## src/rtl/sram_bus_pkg.sv

```systemverilog
// ------------------------------------------------------------------
// sram_bus_pkg : shared types and timing defaults for the SRAM master. Rev 1.0
// ------------------------------------------------------------------
`default_nettype none

package sram_bus_pkg;

   localparam int C_PH_W           = 4;
   localparam int C_SETUP_CYC_DEF  = 1;
   localparam int C_PULSE_CYC_DEF  = 2;
   localparam int C_ACCESS_CYC_DEF = 2;

   typedef enum logic [2:0] {
      ST_IDLE    = 3'd0,
      ST_SETUP   = 3'd1,
      ST_WPULSE  = 3'd2,
      ST_WHOLD   = 3'd3,
      ST_RACCESS = 3'd4
   } state_e;

endpackage

`default_nettype wire

```

## src/rtl/sram_phase_counter.sv

```systemverilog
// ------------------------------------------------------------------
// sram_phase_counter : loadable down-counter, flags the last cycle of a phase. Rev 1.0
// ------------------------------------------------------------------
`default_nettype none

module sram_phase_counter
   import sram_bus_pkg::*;
(
   input  logic              clk,
   input  logic              rst_n,
   input  logic              load_i,
   input  logic [C_PH_W-1:0] load_val_i,
   output logic              tc_o
);

   logic [C_PH_W-1:0] cnt_q, cnt_d;

   // A zero load would never reach terminal count, so it behaves as one cycle.
   always_comb begin
      cnt_d = cnt_q;
      if (load_i) begin
         cnt_d = (load_val_i == '0) ? C_PH_W'(1) : load_val_i;
      end else if (cnt_q != '0) begin
         cnt_d = cnt_q - C_PH_W'(1);
      end
   end

   always_ff @(posedge clk or negedge rst_n) begin
      if (!rst_n) begin
         cnt_q <= '0;
      end else begin
         cnt_q <= cnt_d;
      end
   end

   assign tc_o = (cnt_q == C_PH_W'(1));

endmodule

`default_nettype wire

```

## src/rtl/sram_bus_master.sv

```systemverilog
// ------------------------------------------------------------------
// sram_bus_master : single-request SRAM + bus-transceiver strobe sequencer. Rev 1.0
// ------------------------------------------------------------------
`default_nettype none

module sram_bus_master
   import sram_bus_pkg::*;
#(
   parameter int unsigned ADDR_W     = 8,
   parameter int unsigned DATA_W     = 8,
   parameter int unsigned SETUP_CYC  = C_SETUP_CYC_DEF,
   parameter int unsigned PULSE_CYC  = C_PULSE_CYC_DEF,
   parameter int unsigned ACCESS_CYC = C_ACCESS_CYC_DEF,
   parameter bit          INVERT_RD  = 1'b0
) (
   input  logic              clk,
   input  logic              rst_n,
   input  logic              req_valid,
   output logic              req_ready,
   input  logic              req_we,
   input  logic [ADDR_W-1:0] req_addr,
   input  logic [DATA_W-1:0] req_wdata,
   output logic              resp_valid,
   output logic [DATA_W-1:0] resp_rdata,
   output logic [ADDR_W-1:0] ram_a,
   output logic [DATA_W-1:0] ram_d,
   output logic              ram_d_oe,
   output logic              cs_n,
   output logic              we_n,
   output logic              bt_oe_n,
   output logic              bt_dir,
   input  logic [DATA_W-1:0] bus_b_in
);

   localparam logic [C_PH_W-1:0] C_SETUP  = C_PH_W'(SETUP_CYC);
   localparam logic [C_PH_W-1:0] C_PULSE  = C_PH_W'(PULSE_CYC);
   localparam logic [C_PH_W-1:0] C_ACCESS = C_PH_W'(ACCESS_CYC);

   state_e              state_q, state_d;
   logic                we_q, we_d;
   logic [ADDR_W-1:0]   ram_a_q, ram_a_d;
   logic [DATA_W-1:0]   ram_d_q, ram_d_d;
   logic [DATA_W-1:0]   resp_rdata_q, resp_rdata_d;
   logic                cs_n_q, cs_n_d, we_n_q, we_n_d;
   logic                bt_oe_n_q, bt_oe_n_d, bt_dir_q, bt_dir_d;
   logic                ram_d_oe_q, ram_d_oe_d, resp_valid_q, resp_valid_d;
   logic                accept, tc, cnt_load;
   logic [C_PH_W-1:0]   cnt_val;
   logic [DATA_W-1:0]   rd_data;

   generate
      if (INVERT_RD) begin : g_rd_inv
         assign rd_data = ~bus_b_in;
      end else begin : g_rd_direct
         assign rd_data = bus_b_in;
      end
   endgenerate

   assign accept = req_valid && (state_q == ST_IDLE);

   sram_phase_counter u_phase (
      .clk        (clk),
      .rst_n      (rst_n),
      .load_i     (cnt_load),
      .load_val_i (cnt_val),
      .tc_o       (tc)
   );

   always_comb begin
      state_d  = state_q;
      cnt_load = 1'b0;
      cnt_val  = '0;
      case (state_q)
         ST_IDLE: if (accept) begin
            state_d  = ST_SETUP;
            cnt_load = 1'b1;
            cnt_val  = C_SETUP;
         end
         ST_SETUP: if (tc) begin
            cnt_load = 1'b1;
            state_d  = we_q ? ST_WPULSE : ST_RACCESS;
            cnt_val  = we_q ? C_PULSE : C_ACCESS;
         end
         ST_WPULSE: if (tc) begin
            state_d  = ST_WHOLD;
            cnt_load = 1'b1;
            cnt_val  = C_PH_W'(1);
         end
         ST_WHOLD, ST_RACCESS: if (tc) state_d = ST_IDLE;
         default: state_d = ST_IDLE;
      endcase

      // Pins are registered from the next state so they switch with the FSM.
      we_d     = accept ? req_we : we_q;
      ram_a_d  = accept ? req_addr : ram_a_q;
      ram_d_d  = (accept && req_we) ? req_wdata : ram_d_q;
      bt_dir_d = accept ? ~req_we : bt_dir_q;
      // A request already waiting at completion keeps the chip selected across the turnaround.
      cs_n_d       = (state_d == ST_IDLE) ? ~((state_q != ST_IDLE) && req_valid) : 1'b0;
      we_n_d       = (state_d != ST_WPULSE);
      bt_oe_n_d    = (state_d != ST_RACCESS);
      ram_d_oe_d   = we_d && (state_d inside {ST_SETUP, ST_WPULSE, ST_WHOLD});
      resp_valid_d = (state_q != ST_IDLE) && (state_d == ST_IDLE);
      resp_rdata_d = ((state_q == ST_RACCESS) && (state_d == ST_IDLE)) ? rd_data : resp_rdata_q;
   end

   always_ff @(posedge clk or negedge rst_n) begin
      if (!rst_n) begin
         state_q      <= ST_IDLE;
         we_q         <= 1'b0;
         ram_a_q      <= '0;
         ram_d_q      <= '0;
         resp_rdata_q <= '0;
         cs_n_q       <= 1'b1;
         we_n_q       <= 1'b1;
         bt_oe_n_q    <= 1'b1;
         bt_dir_q     <= 1'b0;
         ram_d_oe_q   <= 1'b0;
         resp_valid_q <= 1'b0;
      end else begin
         state_q      <= state_d;
         we_q         <= we_d;
         ram_a_q      <= ram_a_d;
         ram_d_q      <= ram_d_d;
         resp_rdata_q <= resp_rdata_d;
         cs_n_q       <= cs_n_d;
         we_n_q       <= we_n_d;
         bt_oe_n_q    <= bt_oe_n_d;
         bt_dir_q     <= bt_dir_d;
         ram_d_oe_q   <= ram_d_oe_d;
         resp_valid_q <= resp_valid_d;
      end
   end

   assign req_ready  = (state_q == ST_IDLE);
   assign resp_valid = resp_valid_q;
   assign resp_rdata = resp_rdata_q;
   assign ram_a      = ram_a_q;
   assign ram_d      = ram_d_q;
   assign ram_d_oe   = ram_d_oe_q;
   assign cs_n       = cs_n_q;
   assign we_n       = we_n_q;
   assign bt_oe_n    = bt_oe_n_q;
   assign bt_dir     = bt_dir_q;

endmodule

`default_nettype wire
```

## config.mk

```make
export PLATFORM = sky130hd
export DESIGN_NAME = sram_bus_master
export DESIGN_NICKNAME = d
export VERILOG_FILES = /design/src/rtl/sram_bus_pkg.sv /design/src/rtl/sram_phase_counter.sv /design/src/rtl/sram_bus_master.sv
export SDC_FILE = /design/constraint.sdc
export NUM_CORES = 1
export LEC_CHECK = 0
export ABC_AREA = 1
export CAP_MARGIN = 20
export CORE_MARGIN = 3
export CORE_UTILIZATION = 48
export CTS_CLUSTER_DIAMETER = 100
export DETAILED_ROUTE_END_ITERATION = 10
export PLACE_DENSITY = 0.85
export SLEW_MARGIN = 30
export SYNTH_ARGS = -nofsm -noshare
export SYNTH_HDL_FRONTEND = slang
export SYNTH_SLANG_ARGS = --single-unit
```

## constraint.sdc

```tcl
create_clock -name clk -period 2.55 [get_ports clk]
set_input_delay 0.255 -clock clk [delete_from_list [all_inputs] [get_ports clk]]
set_output_delay 0.255 -clock clk [all_outputs]
set_load 0.05 [all_outputs]
```

==> results.yml, run 1 <==
drt:
  drtIter0Drc: 94
  drt-pass1-iter-count: 4
  route.final.wire_length_mm: 3.623
  viasPerCell: 4.768
  num_vias: 1416
  remaining_design_rule_violation_count: 0
  drtAntennaViolNets: 0
  post_drt_wl_per_cell_microns: 12.20
finish:
  multi_input_comb_area_sq_um: 661.9
  final_common_cell: "sky130_fd_sc_hd__nand2_1"
  finalNonFillerCells: 297
  layout.nets: 280
  post-route-util: 0.7017
  diodes: 0
  final.fill_count: 264
  mostFrequentLayoutCells: "80 x sky130_fd_sc_hd__nand2_1, 57 x sky130_fd_sc_hd__clkdlybuf4s50_1, 35 x sky130_fd_sc_hd__dfrtp_1"
  post_route_cells_drive_above_1_share: 0.1235
  register_area_sq_um: 954.7
  areaGrowthSynthToFinish_pct: 39.17
yosys:
  ys_top_cells_by_area: "sky130_fd_sc_hd__dfrtp_1 51%, sky130_fd_sc_hd__nand2_1 18%, sky130_fd_sc_hd__dfstp_2 4.6%"
  synth_seq_cells: 38
  synthesized_net_count: 218
  synth_cells: 188
  yosys_warnings: 0
  syn-mean-instance-area_sq_um: 9.091
  synth_top_cell_by_area: "sky130_fd_sc_hd__dfrtp_1"
  synth.lib_cells_used.distinct: 27
  number_of_enable_flip_flop_cells_after_synthesis: 0
  asyncSetResetFlopFracSynth: 1.000
  cell_area_after_synthesis_sq_um: 1709
  synthFlopType: "sky130_fd_sc_hd__dfrtp_1"
  ys_seq_area_frac: 0.5586
  netlist.area_leader.share: 0.5124
sta:
  timing.final.ws_setup_ps: 358.4
  hold_violations: 27
  slew_violations: 0
  finalSetupTns_ps: 0
  fin_hold_ws_ps: -18.12
  timing.max_slew.rel_slack: 0.4657
  final-setup-viol-count: 0
  clock_skew_ps: 8.835
  rsz0062_at_grt: "false"
  tightest_slew_ps: 801.5
  ratio_of_final_minimum_period_to_clock_period: 0.8595
  finalCriticalPeriod_ps: 2192
  highest_clock_rate_mhz: 456.3
cts:
  cts-buffers-inserted: 5
  cts-root-buf: "sky130_fd_sc_hd__clkbuf_4"
  numClockSinks: 38
  postCtsSetupBuffers: 0
  post_cts_hold_buffer_count: 0
  clk_path_buf_depth: 2
  clkLatencyLatePin_ps: 340
  clock_pin_slew_on_the_worst_setup_and_hold_paths_ps: 110
  clock_tree.htree_level_count: 2
  cts_tree: "done"
  postCtsResizedCells: 0
floorplanning:
  area_of_the_core_sq_um: 3390
  floorplan.initialDensity: 0.5042
  die_h_microns: 65.67
  die_area_sq_um: 4313
  io_pins: 59
  core.rowCount: 21
  die_width_microns: 65.67
grt:
  grt_pass1_wl_mm: 6.292
  gr-total-overflow: 0
  grt_start_max_net_pins: 39
  vias_in_the_first_global_route: 1492
  grt_antenna_before_repair: 0
  grt_util_all_layers: 0.1912
power_and_ir_drop:
  share_comb_of_total_power: 0.621
  seq_power_share: 0.296
  max-vdd-ir-drop_v: 0.0009315
  power_per_cell_area_nw_per_um2: 1534
  p_leak_nw: 1.188
  power.share.switching: 0.5213
  share_clk_of_total_power: 0.083
  power.switching_w: 0.001902
  p_int_w: 0.001746
setup_path:
  timing.critical_path.to_type: "output port"
  path_class: "flip-flop to output port"
  worst-path-max-fanout: 7
  worstPathArrival_ps: 1940
  critPathLaunchType: "flip-flop"
  critPathRequiredTime_ps: 2300
place:
  place_inst: 289
  dp_slack_ps: 734.4
  post-dp-hpwl_mm: 2.697
  gp_congestion: 0.8419
  numPortBuffers: 58
status:
  violations: "negative hold slack"
  run_status: "finished, violations left"
flow_run:
  maxCapViolCount: 0
min_path:
  hold_class: "primary input to asynchronous set/reset pin"
==> path summary, 6_finish.rpt <==
check	from	endpoint	slack, ps	depth (start not counted)
worst min register to register	ram_a[4]	ram_a[4]	490	2
max in group asynchronous	rst_n	ram_a[4]	2050	1
min in group clk	req_wdata[4]	ram_d[4]	430	3
worst max register to register	u_phase.cnt_q[1]	resp_rdata[2]	810	9
worst max-delay path	state_q[1]	req_ready	360	4
worst min-delay path	rst_n	u_phase.cnt_q[3]	-20	1
==> synth_stat cells, types with 2 or more instances <==
| master | count |
|---|---|
| sky130_fd_sc_hd__nand4_1 | 8 |
| sky130_fd_sc_hd__nor2_8 | 2 |
| sky130_fd_sc_hd__nor2_2 | 3 |
| sky130_fd_sc_hd__nand2_4 | 2 |
| sky130_fd_sc_hd__xor2_1 | 2 |
| sky130_fd_sc_hd__ha_1 | 2 |
| sky130_fd_sc_hd__dfrtp_1 | 35 |
| sky130_fd_sc_hd__nand3_2 | 3 |
| sky130_fd_sc_hd__buf_2 | 3 |
| sky130_fd_sc_hd__dfstp_2 | 3 |
| sky130_fd_sc_hd__o21ai_0 | 2 |
| sky130_fd_sc_hd__nand3_1 | 5 |
| sky130_fd_sc_hd__inv_2 | 3 |
| sky130_fd_sc_hd__inv_1 | 12 |
| sky130_fd_sc_hd__nor2_1 | 12 |
| sky130_fd_sc_hd__nand2_1 | 80 |
==> registers in the layout, indices dropped and copies added, names as in the netlist <==
name,count
bt_dir,1
we_n,1
state_q,3
resp_rdata,8
resp_valid,1
we_q,1
bt_oe_n,1
u_phase.cnt_q,4
ram_d_oe,1
ram_d,8
cs_n,1
ram_a,8
==> power groups by stage <==
stage	combinational (W)	clock [W]	sequential [W]
floorplan	0.000845	0	0.00184
global placement	0.00225	0	0.00108
detailed placement	0.00228	0	0.00109
CTS	0.00229	0.000309	0.00108
global route	0.00245	0.000329	0.00112
finish	0.00227	0.000303	0.00108
==> cells by family (layout without fill, tap and decap cells) <==
group / after synthesis / count (layout) / share of synthesized area
buffers and inverters: 21 / 84 / 0.05417
AO/OA/AOI/OAI: 5 / 5 / 0.01610
adder cells (fa/ha/maj): 2 / 2 / 0.01464
XOR/XNOR: 3 / 3 / 0.01538
flip-flops: 38 / 38 / 0.5586
AND/OR/NAND/NOR: 119 / 119 / 0.3411
==> through the flow <==
stage	instance area, sq um	total power [W]	hold slack (ps)
2_1_floorplan	1709	0.002683	-40.59
3_5_place_dp	2327	0.003367	394.9
4_1_cts	2379	0.003680	13.28
5_1_grt	2379	0.003892	48.98
3_3_place_gp	2327	0.003326	399.1
6_report	2379	0.003649	-18.12
==> critical path, cell delays in order (launching register included) <==
cell	delay, ps
sky130_fd_sc_hd__dfrtp_1	490
sky130_fd_sc_hd__nor2_4	160
sky130_fd_sc_hd__nand2_1	80
sky130_fd_sc_hd__inv_1	70
sky130_fd_sc_hd__clkdlybuf4s50_1	790
==> metal layers <==
layer  GRT usage  wire length (microns)  up-vias
li1            -                      -      707
met1      0.2283                   1498      653
met2      0.3242                   1875       50
met3     0.05470                    186        6
met4     0.07254                     62        0
met5           0                      0        -
==> cell type report <==
type | count | share of cell area
clock inverter | 2 | 0.004208
sequential | 38 | 0.4014
multi-input combinational | 129 | 0.2783
inverter | 17 | 0.02946
timing repair buffer | 59 | 0.2451
clock buffer | 6 | 0.01736
tap | 46 | 0.02420
Note: power is estimated with default switching activity, not from simulation.
==> run 2: changes to the inputs <==
CTS_CLUSTER_DIAMETER = default   (was 100)
==> results of run 2 <==
No change in the layout: final DEF, timing and power equal those of run 1.
==> run 3: changes to the inputs <==
ABC_AREA = default   (was 1)
CORE_UTILIZATION = 47   (was 48)
==> run 3 against run 2 <==
Effect of this change: the flow still finishes with violations (negative hold slack); cell count shrank 23%; critical path depth shrank 2; fmax shrank 3.3%; die area shrank 2.1%; global-route usage grew 0.35 points; routed wire length grew 0.61%; count of clock-buffer cells in the layout grew 2; worst hold slack gained 11 ps; largest cell class unchanged.
==> results.yml, run 3 <==
floorplanning:
  die_h_microns: 64.99
  core.rowCount: 20
  area_of_the_core_sq_um: 3178
  die_width_microns: 64.99
  floorplan.initialDensity: 0.5146
  io_pins: 59
  die_area_sq_um: 4223
sta:
  finalSetupTns_ps: 0
  hold_violations: 4
  rsz0062_at_grt: "false"
  clock_skew_ps: 3.704
  timing.max_slew.rel_slack: 0.4684
  final-setup-viol-count: 0
  tightest_slew_ps: 797.3
  fin_hold_ws_ps: -6.935
  slew_violations: 0
  highest_clock_rate_mhz: 441.1
  finalCriticalPeriod_ps: 2267
  ratio_of_final_minimum_period_to_clock_period: 0.8890
setup_path:
  worst_r2r_startpoint: "u_phase.cnt_q[1]"
  worstRegToRegCells: 5
  critPathLaunchType: "flip-flop"
  worstPathArrival_ps: 2010
  critPathRequiredTime_ps: 2300
  rr_endpoint: "resp_rdata[4]"
  r2r_setup_slack_ps: 610
  timing.critical_path.to_type: "output port"
  worst-path-max-fanout: 19
  path_class: "flip-flop to output port"
grt:
  global_route.usage.met2: 0.3499
  gr-total-overflow: 0
  grt_pass1_wl_mm: 6.141
  met1_usage: 0.2159
  grt_start_max_net_pins: 39
  globalRouteMet3Util: 0.05893
  layer_carrying_the_most_global_route_usage: "met2"
  grt_antenna_before_repair: 0
  vias_in_the_first_global_route: 1269
  grt_util_all_layers: 0.1947
cts:
  postCtsResizedCells: 0
  clk_path_buf_depth: 2
  clock_tree.htree_level_count: 2
  numClockSinks: 38
  clkLatencyLatePin_ps: 330
  postCtsSetupBuffers: 0
  cts_tree: "done"
  post_cts_hold_buffer_count: 0
  clock_pin_slew_on_the_worst_setup_and_hold_paths_ps: 100
  cts-buffers-inserted: 5
  cts-root-buf: "sky130_fd_sc_hd__clkbuf_4"
yosys:
  ys_top_cells_by_area: "sky130_fd_sc_hd__dfrtp_1 54%, sky130_fd_sc_hd__mux2_2 12%, sky130_fd_sc_hd__mux2_1 5.5%"
  asyncSetResetFlopFracSynth: 1.000
  synth_cells: 124
  syn-mean-instance-area_sq_um: 13.19
  synth_most_common_cell: "sky130_fd_sc_hd__dfrtp_1"
  synth_top_cell_by_area: "sky130_fd_sc_hd__dfrtp_1"
  synth_seq_cells: 38
  synth.lib_cells_used.distinct: 31
  netlist_top_cells_count: "35 x sky130_fd_sc_hd__dfrtp_1, 18 x sky130_fd_sc_hd__mux2_2, 8 x sky130_fd_sc_hd__mux2_1, 5 x sky130_fd_sc_hd__a21oi_1, 5 x sky130_fd_sc_hd__inv_1"
  yosys_warnings: 0
  number_of_enable_flip_flop_cells_after_synthesis: 0
  cell_area_after_synthesis_sq_um: 1635
  synthesized_net_count: 154
  netlist.area_leader.share: 0.5356
  synthFlopType: "sky130_fd_sc_hd__dfrtp_1"
  ys_seq_area_frac: 0.5838
drt:
  post_drt_wl_per_cell_microns: 15.92
  drtIter0Drc: 21
  viasPerCell: 5.166
  drt-pass1-iter-count: 4
  drtAntennaViolNets: 0
  route.final.wire_length_mm: 3.645
  remaining_design_rule_violation_count: 0
  num_vias: 1183
place:
  numPortBuffers: 58
  post-dp-hpwl_mm: 2.745
  gp_congestion: 0.8109
flow_run:
  maxCapViolCount: 0
finish:
  mostFrequentLayoutCells: "57 x sky130_fd_sc_hd__clkdlybuf4s50_1, 35 x sky130_fd_sc_hd__dfrtp_1, 18 x sky130_fd_sc_hd__mux2_2"
  post-route-util: 0.7256
  register_area_sq_um: 954.7
  multi_input_comb_area_sq_um: 635.6
  diodes: 0
  layout.nets: 214
  final_common_cell: "sky130_fd_sc_hd__clkdlybuf4s50_1"
  areaGrowthSynthToFinish_pct: 41.01
  final.fill_count: 225
  post_route_cells_drive_above_1_share: 0.1730
min_path:
  hold_class: "primary input to asynchronous set/reset pin"
status:
  violations: "negative hold slack"
  run_status: "finished, violations left"
run 3: cell count changes in the layout (fill, tap and decap cells not counted), sizes merged, moves of 3 or more:
cell    before  now
inv         16    5
a21oi        1    5
nor2        18    4
clkinv       3    0
mux2         0   26
nand4        9    0
nand3        9    4
a211oi       0    3
nand2       82    4
run 3: metal layers:
layer | part of all wire | up-vias
met3 | 0.046 | 5
met2 | 0.55 | 32
li1 | - | 563
met5 | 0 | -
met1 | 0.39 | 583
met4 | 0.014 | 0
run 3: logic make-up (layout without fill, tap and decap cells):
group	after synthesis	count (layout)	synth area share
AOI/OAI and AO/OA	18	18	0.07115
muxes	28	28	0.1913
buffers and inverters	11	72	0.02754
and+or+nand+nor	25	25	0.1002
DFF	38	38	0.5838
adders and majority gates	2	2	0.01530
xor gates and xnor gates	2	2	0.01071
run 3: metrics by stage:
stage / instances / setup WS [ps] / instance area (sq um)
5_1_grt: 229 / 151.5 / 2306
3_5_place_dp: 221 / 625.0 / 2247
3_3_place_gp: 221 / 685.0 / 2247
6_report: 229 / 283.0 / 2306
4_1_cts: 229 / 285.3 / 2306
2_1_floorplan: 124 / 476.3 / 1635
run 3: critical path, stage by stage (launching register included):
cell                              delay (ps)
sky130_fd_sc_hd__dfrtp_1                 600
sky130_fd_sc_hd__nor3_1                  240
sky130_fd_sc_hd__clkdlybuf4s50_1         840
run 3: layout make-up:
cell class | count | area share
sequential | 38 | 0.4140
timing repair buffer | 59 | 0.2528
inverter | 5 | 0.008139
clock buffer | 8 | 0.02550
tap | 44 | 0.02387
multi-input combinational | 75 | 0.2756
run 3: worst max-delay path by stage:
stage | cells after the start | end | from | slack (ps)
after detailed placement | 5 | resp_rdata[4] | u_phase.cnt_q[1] | 620
after global routing | 2 | req_ready | state_q[1] | 150
after global placement | 2 | req_ready | state_q[1] | 680
after CTS | 2 | req_ready | state_q[1] | 290
after floorplan | 3 | req_ready | state_q[1] | 480
final | 2 | req_ready | state_q[1] | 280
Power of run 3 is left out: the tool's default activity adds up to more than one toggle a clock period on the data nets, which glitch-free logic cannot reach.
